**config.mk**
```make
export PLATFORM = sky130hd
export DESIGN_NAME = divider_arbiter
export DESIGN_NICKNAME = d
export VERILOG_FILES = /design/src/rtl/divider_arbiter.sv
export SDC_FILE = /design/constraint.sdc
export NUM_CORES = 1
export LEC_CHECK = 0
export ABC_AREA = 1
export CORE_UTILIZATION = 45
export DETAILED_ROUTE_END_ITERATION = 8
export PLACE_DENSITY = 0.86
export SLEW_MARGIN = 20
export SYNTH_ARGS = -nofsm -noshare
export SYNTH_HDL_FRONTEND = slang
export SYNTH_SLANG_ARGS = --single-unit
```
**constraint.sdc**
```tcl
create_clock -name i_Clk -period 4.8 [get_ports i_Clk]
set_clock_uncertainty 0.2 [all_clocks]
set_input_delay 1.2 -clock i_Clk [delete_from_list [all_inputs] [get_ports i_Clk]]
set_output_delay 1.2 -clock i_Clk [all_outputs]
set_load 0.05 [all_outputs]
```
**src/rtl/divider_arbiter.sv**
```systemverilog
// Round-robin arbiter in front of a single shared iterative restoring divider.
// One result port carries quotient, remainder, divide-by-zero flag and requester ID.
module divider_arbiter #(
    parameter int g_Width    = 12,
    parameter int g_Id_Width = 2
) (
    input  logic                                   i_Clk,
    input  logic                                   i_Reset,
    input  logic [(2**g_Id_Width)-1:0]             i_Req_Valid,
    input  logic [(2**g_Id_Width)*g_Width-1:0]     i_Dividend,
    input  logic [(2**g_Id_Width)*g_Width-1:0]     i_Divisor,
    output logic [(2**g_Id_Width)-1:0]             o_Req_Ready,
    output logic                                   o_Res_Valid,
    input  logic                                   i_Res_Ready,
    output logic [g_Id_Width-1:0]                  o_Res_Id,
    output logic [g_Width-1:0]                     o_Quotient,
    output logic [g_Width-1:0]                     o_Remainder,
    output logic                                   o_Div_Zero,
    output logic                                   o_Busy
);

    localparam int N     = 2**g_Id_Width;
    localparam int CNT_W = $clog2(g_Width);

    typedef enum logic [1:0] {s_Idle, s_Divide, s_Done} state_t;

    state_t                state, state_next;
    logic [g_Id_Width-1:0] ptr;
    logic [CNT_W-1:0]      count;

    logic [g_Id_Width-1:0] id_q;
    logic [g_Width-1:0]    dvd_q;
    logic [g_Width-1:0]    divisor_q;
    logic [g_Width-1:0]    quot_q;
    logic [g_Width-1:0]    prem_q;
    logic                  dz_q;

    logic [g_Width-1:0]    dvd_arr [N];
    logic [g_Width-1:0]    dvs_arr [N];
    logic [g_Id_Width-1:0] grant_idx;
    logic [g_Id_Width-1:0] cand;
    logic                  grant_found;
    logic                  accept;
    logic [g_Width-1:0]    sel_dividend;
    logic [g_Width-1:0]    sel_divisor;
    logic [g_Width:0]      step;

    // One restoring step: shift in the next dividend bit, subtract if it fits.
    // The partial remainder stays below the divisor, so its low W bits of the
    // difference are exact even though the compare needs W+1 bits.
    function automatic logic [g_Width:0] div_step(
        input logic [g_Width-1:0] prem,
        input logic               bit_in,
        input logic [g_Width-1:0] divisor
    );
        logic [g_Width:0] shifted;
        shifted = {prem, bit_in};
        if (shifted >= {1'b0, divisor})
            return {1'b1, shifted[g_Width-1:0] - divisor};
        else
            return {1'b0, shifted[g_Width-1:0]};
    endfunction

    for (genvar k = 0; k < N; k++) begin : g_unpack
        assign dvd_arr[k] = i_Dividend[k*g_Width +: g_Width];
        assign dvs_arr[k] = i_Divisor[k*g_Width +: g_Width];
    end

    always_comb begin
        grant_found = 1'b0;
        grant_idx   = '0;
        cand        = '0;
        for (int i = 0; i < N; i++) begin
            cand = ptr + g_Id_Width'(i);
            if (!grant_found && i_Req_Valid[cand]) begin
                grant_found = 1'b1;
                grant_idx   = cand;
            end
        end
    end

    // Reset has priority over a handshake, so no grant is offered while it is high.
    assign accept       = (state == s_Idle) && grant_found && !i_Reset;
    assign sel_dividend = dvd_arr[grant_idx];
    assign sel_divisor  = dvs_arr[grant_idx];
    assign step         = div_step(prem_q, dvd_q[g_Width-1], divisor_q);

    always_comb begin
        o_Req_Ready = '0;
        if (accept)
            o_Req_Ready[grant_idx] = 1'b1;
    end

    always_comb begin
        state_next = state;
        case (state)
            s_Idle:
                if (accept)
                    state_next = (sel_divisor == '0) ? s_Done : s_Divide;
            s_Divide:
                if (count == CNT_W'(g_Width - 1))
                    state_next = s_Done;
            s_Done:
                if (i_Res_Ready)
                    state_next = s_Idle;
            default:
                state_next = s_Idle;
        endcase
    end

    always_ff @(posedge i_Clk) begin
        if (i_Reset) begin
            state <= s_Idle;
            ptr   <= '0;
            count <= '0;
        end else begin
            state <= state_next;
            if (accept)
                count <= '0;
            else if (state == s_Divide)
                count <= count + 1'b1;
            if (state == s_Done && i_Res_Ready)
                ptr <= id_q + 1'b1;
        end
    end

    // Datapath registers carry no reset; the result outputs are gated by state.
    always_ff @(posedge i_Clk) begin
        if (accept) begin
            id_q      <= grant_idx;
            divisor_q <= sel_divisor;
            dvd_q     <= sel_dividend;
            if (sel_divisor == '0) begin
                dz_q   <= 1'b1;
                quot_q <= '1;
                prem_q <= sel_dividend;
            end else begin
                dz_q   <= 1'b0;
                quot_q <= '0;
                prem_q <= '0;
            end
        end else if (state == s_Divide) begin
            prem_q <= step[g_Width-1:0];
            quot_q <= {quot_q[g_Width-2:0], step[g_Width]};
            dvd_q  <= {dvd_q[g_Width-2:0], 1'b0};
        end
    end

    assign o_Res_Valid = (state == s_Done);
    assign o_Busy      = (state != s_Idle);
    assign o_Quotient  = o_Res_Valid ? quot_q : '0;
    assign o_Remainder = o_Res_Valid ? prem_q : '0;
    assign o_Res_Id    = o_Res_Valid ? id_q   : '0;
    assign o_Div_Zero  = o_Res_Valid && dz_q;

endmodule

```
==> out/results.tsv, run 1 <==
stage	metric	value	unit
run_status	result of the run	complete, no violations	
clock_tree	number of clock sinks seen by CTS	59	
drt	detailed-router iteration count before antenna repair	4	
synthesis	area of the mapped netlist	4200	sq um
synthesis	Syn Area/Cell	7.44	sq um
worst_setup_path	critical path arrival	3170	ps
placement	Port Buf Inserts	135	
final_layout	count of inserted antenna diode cells	0	
drt	Avg WL per Cell	14.0	microns
synthesis	distinct cell type count after synthesis	40	
synthesis	top cells by area, synth	sky130_fd_sc_hd__edfxtp_1 37%, sky130_fd_sc_hd__nand2_1 18%, sky130_fd_sc_hd__inv_1 5.0%, sky130_fd_sc_hd__nor2_1 4.5%, sky130_fd_sc_hd__a22oi_1 4.3%	
synthesis	share of synthesized registers carrying an async set or reset	0	
global_routing	maximum number of pins on one net before global-route repair	48	
sta	unrepaired setup endpoints after global routing	no	
final_layout	number of nets in the layout	813	
placement	cell count after placement	793	
drt	drt first-iter violations	197	
final_layout	area taken by multi-input logic gates	2140	sq um
worst_setup_path	type of the setup path with the least slack	in -> out	
drt	DRC	0	
clock_tree	clock tree from TritonCTS	built	
global_routing	first-pass GRT wire length	19000	microns
clock_tree	# Post-CTS Setup Buffers	0	
floorplan	Rows	34	
synthesis	number of flops mapped to enable cells by yosys	51	
worst_setup_path	nature of the critical path startpoint	input pin	
power_and_ir_drop	maximum VDD drop	273	uV
floorplan	die width	98.6	microns
sta	period utilisation layout	0.951	
clock_tree	Clk Latency, worst-skew pair	350	ps
flow_run	max-cap violation count	0	
floorplan	initial standard-cell utilization of the core	0.472	
worst_setup_path	highest-delay cell along the critical path	sky130_fd_sc_hd__clkdlybuf4s50_1	
power_and_ir_drop	sum of internal, switching and leakage power	3.51	mW
final_layout	filler cell count in the final layout	732	
global_routing	global route overflow	0	
clock_tree	number of buffers inserted for hold repair after clock tree synthesis	0	
clock_tree	CTS root buf	sky130_fd_sc_hd__clkbuf_8	
power_and_ir_drop	power per unit of standard cell area	600	nW/um^2
final_layout	post-layout instance area	5850	sq um
global_routing	antenna violations before repair	0	
synthesis	sequential element share of the synthesized area	0.403	
global_routing	vias in the first global route	4136	
drt	Routed WL	11400	microns
sta	number of endpoints failing setup at the final stage	0	
synthesis	largest area contributor in the netlist	sky130_fd_sc_hd__edfxtp_1	
clock_tree	clock-pin slew on the worst setup and hold paths	70	ps
global_routing	combined global-route utilization of all metal layers	0.246	
synthesis	main flop type after synthesis	sky130_fd_sc_hd__edfxtp_1	
placement	area after detailed placement	5660	sq um
sta	endpoints failing hold	0	
placement	placed wire-length estimate	8890	microns
synthesis	number of synthesized register bits	59	
floorplan	I/O pin total	136	
min_path	worst hold path type	reg -> reg	
floorplan	die extent in y	98.6	microns
synthesis	Post-Syn Nets	681	
drt	antenna viol nets, final	0	
final_layout	area added between synthesis and finish	39.5	%
power_and_ir_drop	Static Leakage	2.63	nW
clock_tree	Max Root-Sink Buffers	2	
floorplan	core area	8890	sq um
synthesis	area share of the largest cell type after synthesis	0.365	
drt	Via Count	4159	
sta	final period demand of the worst path	4570	ps
final_layout	register cell area after layout	1690	sq um
clock_tree	total of cells resized after clock tree synthesis	0	
drt	average vias per placed instance	5.14	
worst_setup_path	required time worst endpoint	3400	ps
synthesis	yosys synthesis warning count	0	
worst_setup_path	critical-path maximum fanout	16	
floorplan	floorplan die area	9710	sq um
final_layout	final cell utilization of the core	0.658	
sta	headroom to the max-slew limit	0.366	
worst_setup_path	crit-path max cell delay	480	ps
worst_setup_path	critical path capture point type	output pin	
placement	Placer Congestion	0.900	
worst_setup_path	Worst path most repeated cell	sky130_fd_sc_hd__nand2_4	
worst_setup_path	list of cells traversed by the critical path	clkdlybuf4s50_1 -> inv_1 -> nand2_1 -> nand3_1 -> nand2_2 -> nor2_1 -> nor2_2 -> nand2_4 -> nand2_4 -> inv_2 -> nor3_1 -> buf_12	
final_layout	layout cell share with drive strength beyond 1	0.0884	
sta	Achievable Freq	0.219	GHz
sta	Slew Limit Fails	0	
sta	measured slew at the worst slew-check pin	949	ps
clock_tree	number of buffers inserted during clock tree synthesis	9	
synthesis	Mapped Cells	564	
clock_tree	Clock H-tree levels	3	
sta	Total Negative Setup Slacks	0	ps
final_layout	Post-Layout Cell Count	809	
[per-stage QoR]
| step | worst slack [ps] | hold WS [ps] |
|---|---|---|
| detailed placement | 237 | 293 |
| floorplan | 9.22 | 258 |
| global placement | 309 | 272 |
| CTS | 233 | 301 |
| finish | 235 | 320 |
| global route | 50.6 | 331 |
[kinds of logic after synthesis]
family	Yosys count	share of synthesized area
buffers and inverters	86	0.0892
XOR/XNOR	12	0.0251
adder cells (fa/ha/maj)	14	0.0435
AND/OR/NAND/NOR	301	0.296
flip-flops	59	0.403
AO/OA/AOI/OAI	92	0.143
[cells in the mapped netlist (all sizes together), types with 2 or more instances]
master,count
nand2,214
dfxtp,8
a22oi,24
buf,14
xnor2,3
clkbuf,9
o21ai,31
xor2,9
o22ai,11
a211oi,2
ha,13
nand4,5
inv,62
nor3,2
a21oi,16
nor2,53
o211ai,3
nand3,24
edfxtp,51
[critical path: cells and delay by family]
kind / cells / cell delay (ps)
AND/OR/NAND/NOR: 8 / 1120
buffers and inverters: 4 / 830
[path summary, 6_finish.rpt]
| kind | from | end | slack (ps) | cells after the start |
|---|---|---|---|---|
| max | i_Req_Valid[0] | o_Req_Ready[2] | 230 | 12 |
| min | dvd_q[8] | dvd_q[9] | 320 | 2 |
| max reg2reg | ptr[0] | prem_q[2] | 1320 | 15 |
| min reg2reg | dvd_q[8] | dvd_q[9] | 320 | 2 |
[power breakdown]
part / internal, mW / switching (mW)
logic: 0.743 / 1.29
clock network: 0.251 / 0.200
registers: 0.931 / 0.0973
[final cells by class]
type                    count  area share
flip-flops and latches     59       0.289
clock buffers              11      0.0242
multi-input cells         419       0.365
repair buffers            144       0.249
clock inverters             5     0.00898
inverters                  63      0.0404
well taps                 108      0.0231
[layer usage]
metal	global-route usage	up-vias	wire, microns
met2	0.438	159	5740
met3	0.0482	21	758
met4	0.0976	0	257
met1	0.292	1856	4610
li1	-	2123	-
met5	0	-	0
[cell usage in the layout (no fill, tap or decap), drive strengths merged, types with 2 or more instances in the layout]
master / Yosys / routed
o22ai: 11 / 11
ha: 13 / 13
a22oi: 24 / 24
dfxtp: 8 / 8
o21ai: 31 / 31
clkbuf: 9 / 11
clkdlybuf4s50: 0 / 131
inv: 62 / 62
buf: 14 / 13
nand3: 24 / 24
xnor2: 3 / 3
a21oi: 16 / 16
nand4: 5 / 5
a211oi: 2 / 2
o211ai: 3 / 3
nor2: 53 / 53
clkinv: 1 / 4
nor3: 2 / 2
edfxtp: 51 / 51
nand2: 214 / 214
xor2: 9 / 9
[registers in the layout, indices dropped and copies added (netlist names)]
name	cells
divisor_q	12
dvd_q	12
prem_q	12
quot_q	12
count	4
id_q	2
ptr	2
state	2
dz_q	1
(Power assumes the default switching activity.)
==> inputs of run 2 (changes only) <==
--- a/config.mk
+++ b/config.mk
@@ -6,6 +6,7 @@
 export NUM_CORES = 1
 export LEC_CHECK = 0
 export ABC_AREA = 1
+export CORE_MARGIN = 2
 export CORE_UTILIZATION = 45
 export DETAILED_ROUTE_END_ITERATION = 8
 export PLACE_DENSITY = 0.86
==> run 2 against run 1 <==
Net effect:
- worst setup slack gained 16 ps
- flip-flop and latch count unchanged
- largest power group unchanged
- sequential power about the same
- register-to-register slack worse by 60 ps
- core utilization decreased by 1.5 points
- global-route usage down 1.3 points
- critical endpoint is now o_Req_Ready[3]
- clock-buffer cell count fell by 2
- critical path type unchanged
- non-clock buffer count down 1
- total power is 2.7% higher
==> out/results.tsv, run 2 (synthesis gave the netlist of run 1 again) <==
stage	metric	value	unit	change
drt	detailed-router iteration count before antenna repair	5		+1
worst_setup_path	type of the setup path with the least slack	in -> out		
clock_tree	Max Root-Sink Buffers	2		unchanged
worst_setup_path	Worst path most repeated cell	sky130_fd_sc_hd__nand2_2		
power_and_ir_drop	Static Leakage	2.64	nW	+0.48%
power_and_ir_drop	maximum VDD drop	217	uV	-21%
final_layout	Post-Layout Cell Count	811		+0.25%
final_layout	number of nets in the layout	812		-0.12%
placement	placed wire-length estimate	8670	microns	-2.5%
global_routing	antenna violations before repair	0		unchanged
final_layout	area added between synthesis and finish	40.3	%	
global_routing	combined global-route utilization of all metal layers	0.233		-0.0127
worst_setup_path	highest-delay cell along the critical path	sky130_fd_sc_hd__clkdlybuf4s50_1		
sta	headroom to the max-slew limit	0.338		-0.0277
drt	antenna viol nets, final	0		unchanged
placement	cell count after placement	795		+0.25%
worst_setup_path	critical path arrival	3150	ps	-20 ps
flow_run	max-cap violation count	0		unchanged
worst_setup_path	list of cells traversed by the critical path	clkdlybuf4s50_1 -> inv_1 -> nand2_2 -> nand3_1 -> nand2_2 -> nor2_4 -> nand3_2 -> nand3_1 -> nand2_2 -> nor3_1 -> buf_12		
clock_tree	number of buffers inserted during clock tree synthesis	9		unchanged
global_routing	first-pass GRT wire length	18700	microns	-1.6%
sta	endpoints failing hold	0		unchanged
floorplan	die width	101	microns	+2.0%
drt	average vias per placed instance	5.17		+0.54%
placement	Port Buf Inserts	135		unchanged
clock_tree	number of buffers inserted for hold repair after clock tree synthesis	0		unchanged
drt	Via Count	4192		+0.79%
clock_tree	# Post-CTS Setup Buffers	0		unchanged
worst_setup_path	critical path capture point type	output pin		
sta	final period demand of the worst path	4550	ps	-16.0 ps
final_layout	count of inserted antenna diode cells	0		unchanged
clock_tree	total of cells resized after clock tree synthesis	0		unchanged
clock_tree	Clock H-tree levels	3		unchanged
final_layout	commonest cells after routing, fill and taps aside	204 x sky130_fd_sc_hd__nand2_1, 131 x sky130_fd_sc_hd__clkdlybuf4s50_1, 56 x sky130_fd_sc_hd__inv_1		
clock_tree	clock-pin slew on the worst setup and hold paths	60	ps	about the same
sta	Total Negative Setup Slacks	0	ps	unchanged
drt	DRC	0		unchanged
drt	Routed WL	11300	microns	-0.32%
worst_setup_path	crit-path max cell delay	420	ps	-60 ps
clock_tree	CTS root buf	sky130_fd_sc_hd__clkbuf_8		
sta	unrepaired setup endpoints after global routing	no		
clock_tree	number of clock sinks seen by CTS	59		unchanged
clock_tree	Clk Latency, worst-skew pair	350	ps	about the same
floorplan	floorplan die area	10100	sq um	+4.1%
floorplan	Rows	35		+2.9%
global_routing	maximum number of pins on one net before global-route repair	48		unchanged
final_layout	layout cell share with drive strength beyond 1	0.0843		-0.00416
sta	Achievable Freq	0.220	GHz	+0.35%
floorplan	I/O pin total	136		unchanged
min_path	worst hold path type	reg -> reg		
floorplan	die extent in y	101	microns	+2.0%
sta	period utilisation layout	0.948		-0.00334
drt	Avg WL per Cell	14.0	microns	-0.56%
global_routing	global route overflow	0		unchanged
floorplan	initial standard-cell utilization of the core	0.458		-0.0135
worst_setup_path	nature of the critical path startpoint	input pin		
run_status	result of the run	complete, no violations		
final_layout	most common library cell in the layout ignoring fill and taps	sky130_fd_sc_hd__nand2_1		
clock_tree	clock tree from TritonCTS	built		
sta	number of endpoints failing setup at the final stage	0		unchanged
power_and_ir_drop	power per unit of standard cell area	612	nW/um^2	+2.1%
worst_setup_path	critical-path maximum fanout	12		-4
sta	Slew Limit Fails	0		unchanged
worst_setup_path	required time worst endpoint	3400	ps	about the same
placement	Placer Congestion	0.870		-3.4%
global_routing	vias in the first global route	4033		-2.5%
drt	drt first-iter violations	233		+18%
floorplan	core area	9150	sq um	+2.9%
sta	measured slew at the worst slew-check pin	990	ps	+41.4 ps
[run 2: path summary, 6_finish.rpt]
| kind | cells past startpoint | to | slack [ps] | startpoint |
|---|---|---|---|---|
| setup reg to reg | 15 | prem_q[4] | 1260 | ptr[0] |
| hold reg to reg | 2 | dvd_q[10] | 320 | dvd_q[9] |
| setup / recovery | 11 | o_Req_Ready[3] | 250 | i_Req_Valid[1] |
| hold / removal | 2 | dvd_q[10] | 320 | dvd_q[9] |
[run 2: area by class of cell]
| type | instances | area [sq um] |
|---|---|---|
| inverter | 63 | 236 |
| sequential | 59 | 1690 |
| timing repair buffer | 143 | 1450 |
| tap | 111 | 139 |
| fill | 770 | 3270 |
| multi-input combinational | 419 | 2140 |
| clock buffer | 9 | 124 |
| clock inverter | 7 | 106 |
[run 2: worst max-delay path, delay by kind of cell]
family	cells	cell delay (ps)
buffers and inverters	3	710
and+or+nand+nor	8	1220
[run 2: layer usage]
metal,global-route usage,up-vias,share of wire
li1,-,2118,-
met5,0,-,0
met4,0.0790,0,0.019
met2,0.419,171,0.52
met3,0.0437,22,0.059
met1,0.280,1881,0.40
[run 2: through the flow]
stage / setup WS [ps] / hold WS (ps) / util / area [sq um] / total power [mW]
2_1_floorplan: 9.22 / 258 / - / 4200 / 2.52
3_3_place_gp: 365 / 269 / 0.618 / 5660 / 2.97
3_5_place_dp: 286 / 303 / 0.618 / 5660 / 3.06
4_1_cts: 279 / 319 / 0.643 / 5890 / 3.60
5_1_grt: 78.8 / 342 / 0.643 / 5890 / 3.90
6_report: 251 / 316 / 0.643 / 5890 / 3.60
[run 2: report_power, final]
group / internal [mW] / leakage (nW) / switching [mW]
Combinational: 0.742 / 1.96 / 1.30
Sequential: 0.933 / 0.571 / 0.0965
Clock: 0.338 / 0.116 / 0.196
==> inputs of run 3 (changes only) <==
--- a/config.mk
+++ b/config.mk
@@ -6,9 +6,10 @@
 export NUM_CORES = 1
 export LEC_CHECK = 0
 export ABC_AREA = 1
-export CORE_MARGIN = 2
+export CORE_MARGIN = 8
 export CORE_UTILIZATION = 45
 export DETAILED_ROUTE_END_ITERATION = 8
+export HOLD_SLACK_MARGIN = 0.05
 export PLACE_DENSITY = 0.86
 export SLEW_MARGIN = 20
 export SYNTH_ARGS = -nofsm -noshare
==> run 3 against run 2 <==
Net effect:
- worst hold slack lost 11 ps
- die area up 25%
- critical endpoint unchanged
- sequential power is essentially flat
- final area decreased by 0.32%
- register-to-register slack about the same
- combinational power hardly changed
- worst setup slack got worse by 5.6 ps
- fmax shrank 0.12%
- sequential share of layout area is 0.092 points higher
==> out/results.tsv, run 3 (synthesis gave the netlist of run 1 again) <==
stage	metric	value	unit	change
sta	measured slew at the worst slew-check pin	976	ps	-14.0 ps
drt	Avg WL per Cell	15.0	microns	+7.7%
worst_setup_path	list of cells traversed by the critical path	clkdlybuf4s50_1 -> inv_1 -> nand2_2 -> nand3_1 -> nand2_2 -> nor2_4 -> nand3_2 -> nand2_4 -> nand2_4 -> nor3_1 -> buf_12		
floorplan	core area	9150	sq um	unchanged
min_path	worst hold path type	reg -> reg		
floorplan	Rows	35		unchanged
floorplan	die extent in y	113	microns	+12%
clock_tree	# Post-CTS Setup Buffers	0		unchanged
final_layout	filler cell count in the final layout	771		+0.13%
flow_run	max-cap violation count	0		unchanged
sta	Achievable Freq	0.220	GHz	-0.12%
final_layout	register cell area after layout	1690	sq um	unchanged
power_and_ir_drop	Clk network pwr share	0.132		-0.016
worst_setup_path	nature of the critical path startpoint	input pin		
clock_tree	Clock H-tree levels	3		unchanged
worst_setup_path	critical-path maximum fanout	16		+4
worst_setup_path	critical path arrival	3150	ps	about the same
worst_setup_path	highest-delay cell along the critical path	sky130_fd_sc_hd__clkdlybuf4s50_1		
final_layout	final cell utilization of the core	0.641		-0.00205
global_routing	vias in the first global route	4248		+5.3%
final_layout	commonest cells after routing, fill and taps aside	204 x sky130_fd_sc_hd__nand2_1, 131 x sky130_fd_sc_hd__clkdlybuf4s50_1, 56 x sky130_fd_sc_hd__inv_1		
clock_tree	clock-pin slew on the worst setup and hold paths	70	ps	about the same
worst_setup_path	crit-path max cell delay	420	ps	about the same
min_path	launch point of the worst hold path	count[1]		
power_and_ir_drop	Int Power	1.95	mW	-3.2%
final_layout	number of nets in the layout	812		unchanged
clock_tree	CTS root buf	sky130_fd_sc_hd__clkbuf_8		
min_path	hold-critical path endpoint	count[1]		
clock_tree	clock tree from TritonCTS	built		
drt	Routed WL	12200	microns	+7.7%
final_layout	count of inserted antenna diode cells	0		unchanged
sta	Slew Limit Fails	0		unchanged
worst_setup_path	type of the setup path with the least slack	in -> out		
global_routing	global route overflow	0		unchanged
floorplan	I/O pin total	136		unchanged
final_layout	layout cell share with drive strength beyond 1	0.0857		+0.00143
worst_setup_path	number of buffer and inverter stages on the critical path	3		unchanged
floorplan	floorplan die area	12700	sq um	+25%
sta	number of endpoints failing setup at the final stage	0		unchanged
drt	average vias per placed instance	5.19		+0.41%
sta	unrepaired setup endpoints after global routing	no		
worst_setup_path	worst reg-to-reg path cell count	15		unchanged
power_and_ir_drop	maximum VDD drop	242	uV	+12%
power_and_ir_drop	net switching fraction of the power	0.450		+0.00805
worst_setup_path	Top delay family on crit path	simple AND/OR/NAND/NOR gates		
clock_tree	number of buffers inserted during clock tree synthesis	9		unchanged
worst_setup_path	required time worst endpoint	3400	ps	about the same
clock_tree	Clk Latency, worst-skew pair	330	ps	-20 ps
drt	antenna viol nets, final	0		unchanged
placement	placed wire-length estimate	9600	microns	+11%
floorplan	die width	113	microns	+12%
final_layout	area added between synthesis and finish	39.8	%	
sta	period utilisation layout	0.949		+0.00116
sta	endpoints failing hold	0		unchanged
floorplan	initial standard-cell utilization of the core	0.458		unchanged
clock_tree	Max Root-Sink Buffers	2		unchanged
run_status	result of the run	complete, no violations		
drt	Via Count	4209		+0.41%
clock_tree	total of cells resized after clock tree synthesis	0		unchanged
placement	Port Buf Inserts	135		unchanged
power_and_ir_drop	Static Leakage	2.64	nW	-0.29%
worst_setup_path	critical path capture point type	output pin		
drt	DRC	0		unchanged
placement	Placer Congestion	0.864		-0.63%
power_and_ir_drop	combinational power share	0.577		+0.011
worst_setup_path	Worst R2R End	prem_q[5]		
sta	Total Negative Setup Slacks	0	ps	unchanged
final_layout	most common library cell in the layout ignoring fill and taps	sky130_fd_sc_hd__nand2_1		
global_routing	antenna violations before repair	0		unchanged
min_path	WHS Path Cells	2		unchanged
worst_setup_path	reg2reg setup slack	1260	ps	about the same
clock_tree	number of clock sinks seen by CTS	59		unchanged
drt	detailed-router iteration count before antenna repair	4		-1
final_layout	area taken by multi-input logic gates	2140	sq um	unchanged
sta	headroom to the max-slew limit	0.348		+0.00933
global_routing	first-pass GRT wire length	19800	microns	+5.8%
sta	final period demand of the worst path	4550	ps	+5.55 ps
global_routing	combined global-route utilization of all metal layers	0.191		-0.0420
power_and_ir_drop	Flop pwr share	0.290		+0.004
drt	drt first-iter violations	208		-11%
worst_setup_path	worst reg2reg startpoint	ptr[0]		
clock_tree	number of buffers inserted for hold repair after clock tree synthesis	0		unchanged
power_and_ir_drop	power per unit of standard cell area	603	nW/um^2	-1.5%
global_routing	maximum number of pins on one net before global-route repair	48		unchanged
power_and_ir_drop	Switch Pwr	1.59	mW	about the same
run 3: area by class of cell:
cell class	count	area share
inverters	63	0.0403
clock buffers	16	0.0360
multi-input cells	419	0.364
well taps	111	0.0237
repair buffers	143	0.247
flip-flops and latches	59	0.288
run 3: layer usage:
metal | GRT usage | vias up | share of wire
li1 | - | 2118 | -
met1 | 0.206 | 1912 | 0.40
met2 | 0.350 | 159 | 0.52
met5 | 0 | - | 0
met3 | 0.0365 | 20 | 0.054
met4 | 0.0944 | 0 | 0.027
run 3: per-stage QoR:
step | setup slack (ps) | hold WS (ps) | cells | area (sq um) | power, mW
3_5_place_dp | 248 | 286 | 795 | 5660 | 3.06
3_3_place_gp | 362 | 268 | 795 | 5660 | 2.97
5_1_grt | 145 | 318 | 811 | 5870 | 3.82
6_report | 245 | 305 | 811 | 5870 | 3.54
2_1_floorplan | 9.22 | 258 | 564 | 4200 | 2.52
4_1_cts | 244 | 294 | 811 | 5870 | 3.53
run 3: worst max path at each step:
stage	to	cells past startpoint	from	slack [ps]
after global placement	o_Req_Ready[2]	12	i_Req_Valid[2]	360
after detailed placement	o_Req_Ready[3]	11	i_Req_Valid[1]	250
final	o_Req_Ready[3]	11	i_Req_Valid[1]	250
after CTS	o_Req_Ready[3]	11	i_Req_Valid[1]	240
after global routing	o_Req_Ready[2]	11	i_Req_Valid[0]	150
after floorplan	o_Req_Ready[2]	11	i_Req_Valid[3]	9
run 3: power by group through the flow:
stage          clock network, mW  registers, mW  logic, mW
5_1_grt                    0.500           1.05       2.27
3_5_place_dp                   0           1.04       2.02
2_1_floorplan                  0           1.01       1.51
4_1_cts                    0.471           1.03       2.03
3_3_place_gp                   0           1.02       1.95
6_report                   0.469           1.03       2.04
run 3: tightest hold or removal path: stages, from the launching register on:
cell and delay (ps):
sky130_fd_sc_hd__dfxtp_1 340, sky130_fd_sc_hd__nand2_1 70, sky130_fd_sc_hd__a21oi_1 50
